$ cat config.mk
export PLATFORM = sky130hd
export DESIGN_NAME = factorial_perm_engine
export DESIGN_NICKNAME = d
export VERILOG_FILES = /design/src/rtl/factorial_perm_engine_pkg.sv /design/src/rtl/factorial_perm_dp.sv /design/src/rtl/factorial_perm_engine.sv
export SDC_FILE = /design/constraint.sdc
export NUM_CORES = 1
export LEC_CHECK = 0
export BUFFER_PORTS_ARGS = -buffer_cell sky130_fd_sc_hd__buf_2
export CAP_MARGIN = 20
export CORE_ASPECT_RATIO = 0.7
export CORE_MARGIN = 2
export CORE_UTILIZATION = 39
export CTS_BUF_LIST = sky130_fd_sc_hd__clkbuf_8
export DETAILED_ROUTE_END_ITERATION = 16
export PLACE_DENSITY = 0.53
export SLEW_MARGIN = 40
export SYNTH_ARGS = -nofsm -noshare
export SYNTH_HDL_FRONTEND = slang
export SYNTH_HIERARCHICAL = 1
export SYNTH_SLANG_ARGS = --single-unit
$ cat constraint.sdc
create_clock -name clk -period 10.35 [get_ports clk]
set_input_delay 2.07 -clock clk [delete_from_list [all_inputs] [get_ports clk]]
set_output_delay 2.07 -clock clk [all_outputs]
set_load 0.1 [all_outputs]
$ cat src/rtl/factorial_perm_engine_pkg.sv
// Shared state encodings and default widths for the factorial / permutation engine.
package factorial_perm_engine_pkg;

  typedef logic [2:0] state_t;

  localparam state_t S_IDLE = 3'd0;
  localparam state_t S_MULT = 3'd1;
  localparam state_t S_DONE = 3'd2;
  localparam state_t S_ERR  = 3'd3;

  localparam int N_W_DEF   = 4;
  localparam int OUT_W_DEF = 32;

endpackage

$ cat src/rtl/factorial_perm_dp.sv
// Datapath: product register, down-counters and a full-width multiplier whose
// upper half flags overflow of the OUT_W result.
module factorial_perm_dp
  import factorial_perm_engine_pkg::*;
#(
  parameter int N_W   = N_W_DEF,
  parameter int OUT_W = OUT_W_DEF
) (
  input  logic             clk,
  input  logic             rst_n,
  input  logic             load,
  input  logic             step,
  input  logic             mode,
  input  logic [N_W-1:0]   n,
  input  logic [N_W-1:0]   k,
  output logic [OUT_W-1:0] out,
  output logic             rem_zero,
  output logic             k_gt_n,
  output logic             ovf
);

  logic [N_W-1:0]     cnt;
  logic [N_W-1:0]     rem;
  logic [2*OUT_W-1:0] prod;

  assign prod     = (2*OUT_W)'(out) * (2*OUT_W)'(cnt);
  assign ovf      = |prod[2*OUT_W-1:OUT_W];
  assign rem_zero = (rem == '0);
  assign k_gt_n   = (k > n);

  always_ff @(posedge clk) begin
    if (!rst_n) begin
      out <= '0;
      cnt <= '0;
      rem <= '0;
    end else if (load) begin
      out <= OUT_W'(1);
      cnt <= n;
      rem <= mode ? k : n;
    end else if (step) begin
      // rem==0 is handled before step is raised and cnt >= rem, so neither wraps
      out <= prod[OUT_W-1:0];
      cnt <= cnt - 1'b1;
      rem <= rem - 1'b1;
    end
  end

endmodule

$ cat src/rtl/factorial_perm_engine.sv
// Iterative N! / P(N,K) engine: control FSM here, arithmetic in factorial_perm_dp.
module factorial_perm_engine
  import factorial_perm_engine_pkg::*;
#(
  parameter int N_W   = N_W_DEF,
  parameter int OUT_W = OUT_W_DEF
) (
  input  logic             clk,
  input  logic             RST,
  input  logic             Go,
  input  logic             Mode,
  input  logic [N_W-1:0]   N,
  input  logic [N_W-1:0]   K,
  output logic [OUT_W-1:0] Out,
  output logic             Done,
  output logic             Error,
  output logic [2:0]       CS
);

  state_t state;
  state_t state_nxt;
  logic   load;
  logic   step;
  logic   rem_zero;
  logic   k_gt_n;
  logic   ovf;

  // Operands are captured even when K>N sends us straight to ERR
  assign load = (state == S_IDLE) && Go;
  assign step = (state == S_MULT) && !rem_zero && !ovf;

  always_comb begin
    state_nxt = state;
    case (state)
      S_IDLE: if (Go) state_nxt = (Mode && k_gt_n) ? S_ERR : S_MULT;
      S_MULT: begin
        if (rem_zero)  state_nxt = S_DONE;
        else if (ovf)  state_nxt = S_ERR;
      end
      S_DONE: if (!Go) state_nxt = S_IDLE;
      S_ERR:  if (!Go) state_nxt = S_IDLE;
      default: state_nxt = S_IDLE;
    endcase
  end

  always_ff @(posedge clk) begin
    if (!RST) state <= S_IDLE;
    else      state <= state_nxt;
  end

  assign Done  = (state == S_DONE);
  assign Error = (state == S_ERR);
  assign CS    = state;

  factorial_perm_dp #(
    .N_W   (N_W),
    .OUT_W (OUT_W)
  ) u_dp (
    .clk      (clk),
    .rst_n    (RST),
    .load     (load),
    .step     (step),
    .mode     (Mode),
    .n        (N),
    .k        (K),
    .out      (Out),
    .rem_zero (rem_zero),
    .k_gt_n   (k_gt_n),
    .ovf      (ovf)
  );

endmodule

==> results of run 1 <==
[through the flow]
step | worst slack [ns] | util | area [um2] | power (uW) | hold WS [ns]
after floorplan | 4.47 | - | 5990 | 285 | 0.585
after global placement | 3.87 | 0.428 | 6360 | 316 | 0.527
after detailed placement | 4.08 | 0.428 | 6360 | 320 | 0.544
after CTS | 4.01 | 0.434 | 6440 | 433 | 0.553
after global routing | 3.47 | 0.434 | 6440 | 452 | 0.579
final | 4.02 | 0.434 | 6440 | 426 | 0.547
[routing by layer]
metal / track usage / wire [um]
met5: 0 / 0
met4: 0.0260 / 99
met3: 0.0238 / 335
met2: 0.282 / 6090
met1: 0.288 / 8050
[synth_stat cells (all sizes together), types with 2 or more instances]
master / number
nand2: 65
nor4: 4
a21oi: 37
o21bai: 2
and2: 98
o21a: 7
nand4: 3
nor3: 7
o211a: 3
xnor2: 22
nand3: 7
buf: 9
a211oi: 11
a21o: 11
clkbuf: 22
fa: 60
ha: 46
o21ai: 23
a31oi: 3
inv: 135
and3: 3
nor2b: 8
a21boi: 2
o211ai: 6
dfxtp: 42
a41oi: 4
nor2: 53
xor2: 10
a2111oi: 3
nand2b: 5
mux2i: 22
nor3b: 3
[state kept, by name, summed over array words and instances, names as in the netlist]
register  cells
u_dp/out     32
u_dp/cnt      4
u_dp/rem      4
CS            2
[area by class of cell]
class	instances	area, um2
clock buffer	5	68.8
clock inverter	2	10.0
fill	1529	8420
inverter	135	507
multi-input combinational	545	4510
sequential	42	843
tap	195	244
timing repair buffer	51	265
[cell families (layout without fill, tap and decap cells)]
family,Yosys count,in the layout,share of synthesized area
and+or+nand+nor,261,261,0.225
buffers and inverters,166,193,0.108
AOI/OAI and AO/OA,123,123,0.146
adders and majority gates,106,106,0.297
DFF,42,42,0.140
xor gates and xnor gates,32,32,0.0468
muxes,22,22,0.0368
other,1,1,0.000626
[tightest hold or removal path: cells and delay by family (launching register included)]
family          cells  cell delay [ns]
flops               1             0.34
compound gates      2             0.16
[how the worst max path moves through the flow]
stage / from / endpoint / slack [ns] / depth (start not counted)
finish: u_dp/cnt[3] / u_dp/rem[3] / 4.02 / 22
global route: u_dp/cnt[2] / u_dp/rem[3] / 3.47 / 22
CTS: u_dp/cnt[2] / u_dp/rem[3] / 4.01 / 22
detailed placement: u_dp/cnt[2] / u_dp/rem[3] / 4.08 / 22
global placement: u_dp/cnt[2] / u_dp/rem[3] / 3.87 / 22
floorplan: u_dp/out[18] / u_dp/out[10] / 4.47 / 21
[power groups by stage]
stage,combinational (uW),clock [uW],sequential (uW)
after global routing,135,122,195
after floorplan,79.7,0,205
after CTS,125,116,193
after global placement,121,0,195
after detailed placement,124,0,196
final,124,111,192
==> metrics.yaml, run 1 <==
drt:
  drc: 0
  vias_per_cell: 5.07
  vias: 4945
  first_pass_iters: 5
  drt_wl_total_um: 14600
  first_iter_violations: 196
  ant_nets: 0
  wl_per_cell_um: 14.9
yosys:
  synth_edf_count: 0
  ys_seq_area_frac: 0.140
  async_flop_share: 0
  ys.flop_type: "dfxtp_1"
  yosys.area.top_type: "fa_1"
  ys_warn_count: 6
  ys_ff_latch: 42
  syn_area_per_cell_um2: 7.95
  synth_top_area_share: 0.201
  synth_area_um2: 5990
  syn_nets: 871
  netlist_top_cells_area: "fa_1 (20%), dfxtp_1 (14%), and2_1 (10%), ha_1 (9.6%), inv_1 (8.4%)"
  syn_inst: 753
  synth_cell_type_count: 59
worst_setup_path:
  crit_type: "reg2reg"
  r2r_end: "u_dp/rem[3]"
  crit_path_top_delay_cell: "fa_1"
  r2r_cells: 22
  cp-end-kind: "register"
  critPathRequiredTime_ns: 10.54
  critical_path.max_fanout: 40
  cp_cell_sequence: "and2_1, fa_1, inv_1, fa_1, inv_1, ha_1, a21oi_1, o21ai_1, or3_4, a2111oi_4, nor3b_2, a221oi_4, o21ai_2, a211o_1, o21ai_1, nand4_1, nor4_2, buf_4, inv_1, nor4_1, xor2_1, o211a_1"
  reg2reg_slack_ns: 4.02
  cpLargestDelayFamily: "compound AO/OA/AOI/OAI gates"
  critPathLaunchType: "register"
  critPathMaxStageDelay_ns: 0.54
  r2r_start: "u_dp/cnt[3]"
  cp.arrival_ns: 6.52
  cp_num_buf_inv: 4
  cp_common_cell: "inv_1"
min_path:
  hp-class: "reg2reg"
  worstHoldStart: "CS[0]"
  hold_end: "CS[1]"
  min_path_cells: 2
clocking:
  clk_pin_slew_worst_paths_ns: 0.09
  clock_sinks: 42
  post_cts_resized: 0
  cts_setup_buffers: 0
  cts_buffer_depth: 2
  cts_root_buf: "clkbuf_8"
  clock_latency_ns: 0.30
  cts_tree: "built"
  holdBufCountCts: 0
  cts_made_buffers: 5
  htreeDepth: 2
pwr:
  pwr-share-comb: 0.290
  peakVddDrop_mv: 0.0430
  seq_power_share: 0.450
  power.density_nw_per_um2: 66.1
  switching_share: 0.410
  pwr-share-clk: 0.260
  power_switching_uw: 175
  cellLeakagePower_uw: 0.00322
  power.internal_uw: 251
run:
  max-cap-violations: 0
cells_and_area:
  layout_common_cells: "inv_1 (134), and2_1 (98), nand2_1 (65)"
  drive_above_1_share: 0.0923
  syn_to_final_growth_pct: 7.65
  num_antenna_cells: 0
  fin_cells: 975
  final_common_cell: "inv_1"
  final_nets: 898
outcome:
  outcome: "finished clean"
sta:
  post-route-period-util: 0.611
  worst_clock_skew_ns: 0.00498
  period_minus_slack_ns: 6.33
  maxSlewViolCount: 0
  relSlewSlack: 0.543
  worst_slew_pin_slew_ns: 0.685
  tns_ns: 0
  fmax_mhz: 158
  setup_viol: 0
  hold_viol_final: 0
  rsz0062_at_grt: "false"
grt:
  grt_use_total: 0.186
  grt_pass1_vias: 5006
  grt_max_degree: 41
  grt.overflow.total: 0
  grt_pass1_wl_um: 25100
  antenna_found_initial: 0
placed_design:
  dp.cells: 968
  hpwl_um: 11100
  globalplace.congestion: 0.839
  port_buffers: 47
die:
  core_area_um2: 14900
  dieArea_um2: 16400
  chipWidth_um: 152
  die_h_um: 108
  io_pins: 49
  fp-row-count: 37
  initial_core_util: 0.403
No activity file was read; power rests on OpenSTA's default activity.
==> run 2, diff against run 1 <==
--- a/config.mk
+++ b/config.mk
@@ -5,6 +5,7 @@
 export SDC_FILE = /design/constraint.sdc
 export NUM_CORES = 1
 export LEC_CHECK = 0
+export ABC_AREA = 1
 export BUFFER_PORTS_ARGS = -buffer_cell sky130_fd_sc_hd__buf_2
 export CAP_MARGIN = 20
 export CORE_ASPECT_RATIO = 0.7
@@ -12,7 +13,7 @@
 export CORE_UTILIZATION = 39
 export CTS_BUF_LIST = sky130_fd_sc_hd__clkbuf_8
 export DETAILED_ROUTE_END_ITERATION = 16
-export PLACE_DENSITY = 0.53
+export PLACE_DENSITY = 0.55
 export SLEW_MARGIN = 40
 export SYNTH_ARGS = -nofsm -noshare
 export SYNTH_HDL_FRONTEND = slang
==> constraint.sdc (replaced) <==
create_clock -name clk -period 5.55 [get_ports clk]
set_input_delay 1.11 -clock clk [delete_from_list [all_inputs] [get_ports clk]]
set_output_delay 1.11 -clock clk [all_outputs]
set_load 0.1 [all_outputs]
==> metrics.yaml, run 2 <==
yosys:
  ys.flop_type: "dfxtp_1"
  netlist_top_cells_area: "inv_1 (19%), nand2_1 (18%), fa_1 (17%), dfxtp_1 (12%), ha_1 (8.2%)"
  synth_most_common_cell: "inv_1"
  yosys.area.top_type: "inv_1"
  syn_nets: 1299
  async_flop_share: 0
  synth_common_cells: "inv_1 (350), nand2_1 (337), nor2_1 (102), fa_1 (60), ha_1 (46)"
  ys_warn_count: 6
  syn_inst: 1181
  ys_ff_latch: 42
  synth_edf_count: 0
  syn_area_per_cell_um2: 5.95
  synth_cell_type_count: 40
  synth_area_um2: 7030
  ys_seq_area_frac: 0.120
  synth_top_area_share: 0.187
worst_setup_path:
  cp-end-kind: "register"
  cp-startpoint: "u_dp/cnt[3]"
  cp_num_buf_inv: 8
  crit_path_top_delay_cell: "fa_1"
  critPathMaxStageDelay_ns: 0.54
  crit_type: "reg2reg"
  r2r_start: "u_dp/cnt[3]"
  cp.arrival_ns: 5.19
  critPathLaunchType: "register"
  critical_path.max_fanout: 26
  critPathRequiredTime_ns: 5.78
  cpLargestDelayFamily: "adder cells"
  cp_common_cell: "nand2_1"
grt:
  grt_max_degree: 47
  grt.overflow.total: 0
  antenna_found_initial: 0
  grt_pass1_wl_um: 32100
  grt_pass1_vias: 6388
  grt_use_total: 0.212
drt:
  vias: 6621
  first_pass_iters: 5
  drc: 0
  first_iter_violations: 413
  vias_per_cell: 4.56
  drt_wl_total_um: 19000
  ant_nets: 0
  wl_per_cell_um: 13.1
clocking:
  post_cts_resized: 0
  cts_root_buf: "clkbuf_8"
  clock_latency_ns: 0.33
  htreeDepth: 2
  cts_tree: "built"
  cts_made_buffers: 5
  clock_sinks: 42
  holdBufCountCts: 0
  cts_buffer_depth: 2
  cts_setup_buffers: 0
  clk_pin_slew_worst_paths_ns: 0.09
die:
  die_h_um: 116
  core_area_um2: 17900
  chipWidth_um: 164
  fp-row-count: 41
  io_pins: 49
  initial_core_util: 0.394
  dieArea_um2: 19100
cells_and_area:
  num_antenna_cells: 0
  final_area_um2: 7630
  largest-register: "u_dp/out"
  final_nets: 1333
  largestRegisters: "u_dp/out x32, u_dp/cnt x4, u_dp/rem x4"
  layout_common_cells: "inv_1 (349), nand2_1 (337), nor2_1 (102)"
  largest_register_ffs: 32
  fill_cells: 2022
  drive_above_1_share: 0.103
  final_common_cell: "inv_1"
  fin_cells: 1452
  syn_to_final_growth_pct: 8.67
outcome:
  outcome: "finished clean"
pwr:
  peakVddDrop_mv: 0.302
  power_uw: 2510
  power.density_nw_per_um2: 329
  cellLeakagePower_uw: 0.00505
placed_design:
  globalplace.congestion: 0.918
  port_buffers: 47
  placed_area_um2: 7520
  dp.cells: 1444
  dpl_worst_slack_ns: 0.682
  hpwl_um: 15500
sta:
  fmax_mhz: 202
  period_minus_slack_ns: 4.95
  worst_clock_skew_ns: 0.00861
  worst_slack_ns: 0.599
  worst_slew_pin_slew_ns: 0.706
  hold_viol_final: 0
  tns_ns: 0
  relSlewSlack: 0.528
  post-route-period-util: 0.892
  setup_viol: 0
  rsz0062_at_grt: "false"
  maxSlewViolCount: 0
run:
  max-cap-violations: 0
min_path:
  worstHoldStart: "u_dp/rem[1]"
  hp-class: "reg2reg"
==> run 2: cell count changes after synthesis, moves of 22 or more <==
cell     delta
nand2_2    +24
and2_1     -98
mux2i_1    -22
nor2_1     +49
nand3_1    +26
inv_1     +216
nand2_1   +272
==> run 2: through the flow <==
step	util	hold slack, ns
2_1_floorplan	-	0.471
3_3_place_gp	0.421	0.509
3_5_place_dp	0.421	0.494
4_1_cts	0.427	0.507
5_1_grt	0.428	0.551
6_report	0.428	0.502
==> run 2: worst min-delay path: stages (launching register included) <==
cell and delay [ns]:
dfxtp_1 0.32, inv_1 0.07, a221oi_1 0.07
==> run 2: cell families after synthesis <==
| logic type | share of synthesized area |
|---|---|
| buf+inv | 0.209 |
| xor+xnor | 0.0224 |
| flops | 0.120 |
| other cells | 0.000534 |
| fa+ha+maj | 0.253 |
| compound gates | 0.0841 |
| simple gates | 0.311 |
==> run 2: final timing paths <==
check | to | slack, ns | cells past startpoint
worst max register to register | u_dp/rem[0] | 0.60 | 25
worst min-delay path | u_dp/rem[1] | 0.50 | 2
worst max-delay path | u_dp/rem[0] | 0.60 | 25
worst min register to register | u_dp/rem[1] | 0.50 | 2
==> run 2: area by class of cell <==
type | instances | area (um2) | share of cell area
Timing Repair Buffer | 55 | 320 | 0.0420
Inverter | 359 | 1350 | 0.176
Clock buffer | 5 | 68.8 | 0.00901
Tap cell | 236 | 295 | 0.0387
Clock inverter | 3 | 40.0 | 0.00524
Sequential cell | 42 | 841 | 0.110
Multi-Input combinational cell | 752 | 4720 | 0.618
==> run 2: where the power goes <==
| part | internal, uW | switching (uW) | leakage (uW) | total [uW] |
|---|---|---|---|---|
| Sequential | 402 | 181 | 0.000343 | 583 |
| Combinational | 402 | 1260 | 0.00465 | 1660 |
| Clock | 133 | 133 | 0.0000579 | 266 |
==> run 2: metal layers <==
layer  vias up  global-route usage  wire length [um]
met3         8              0.0234               652
met1      3051               0.332             10700
met4         0              0.0319               113
li1       3463                   -                 -
met5         -                   0                 0
met2        99               0.317              7530
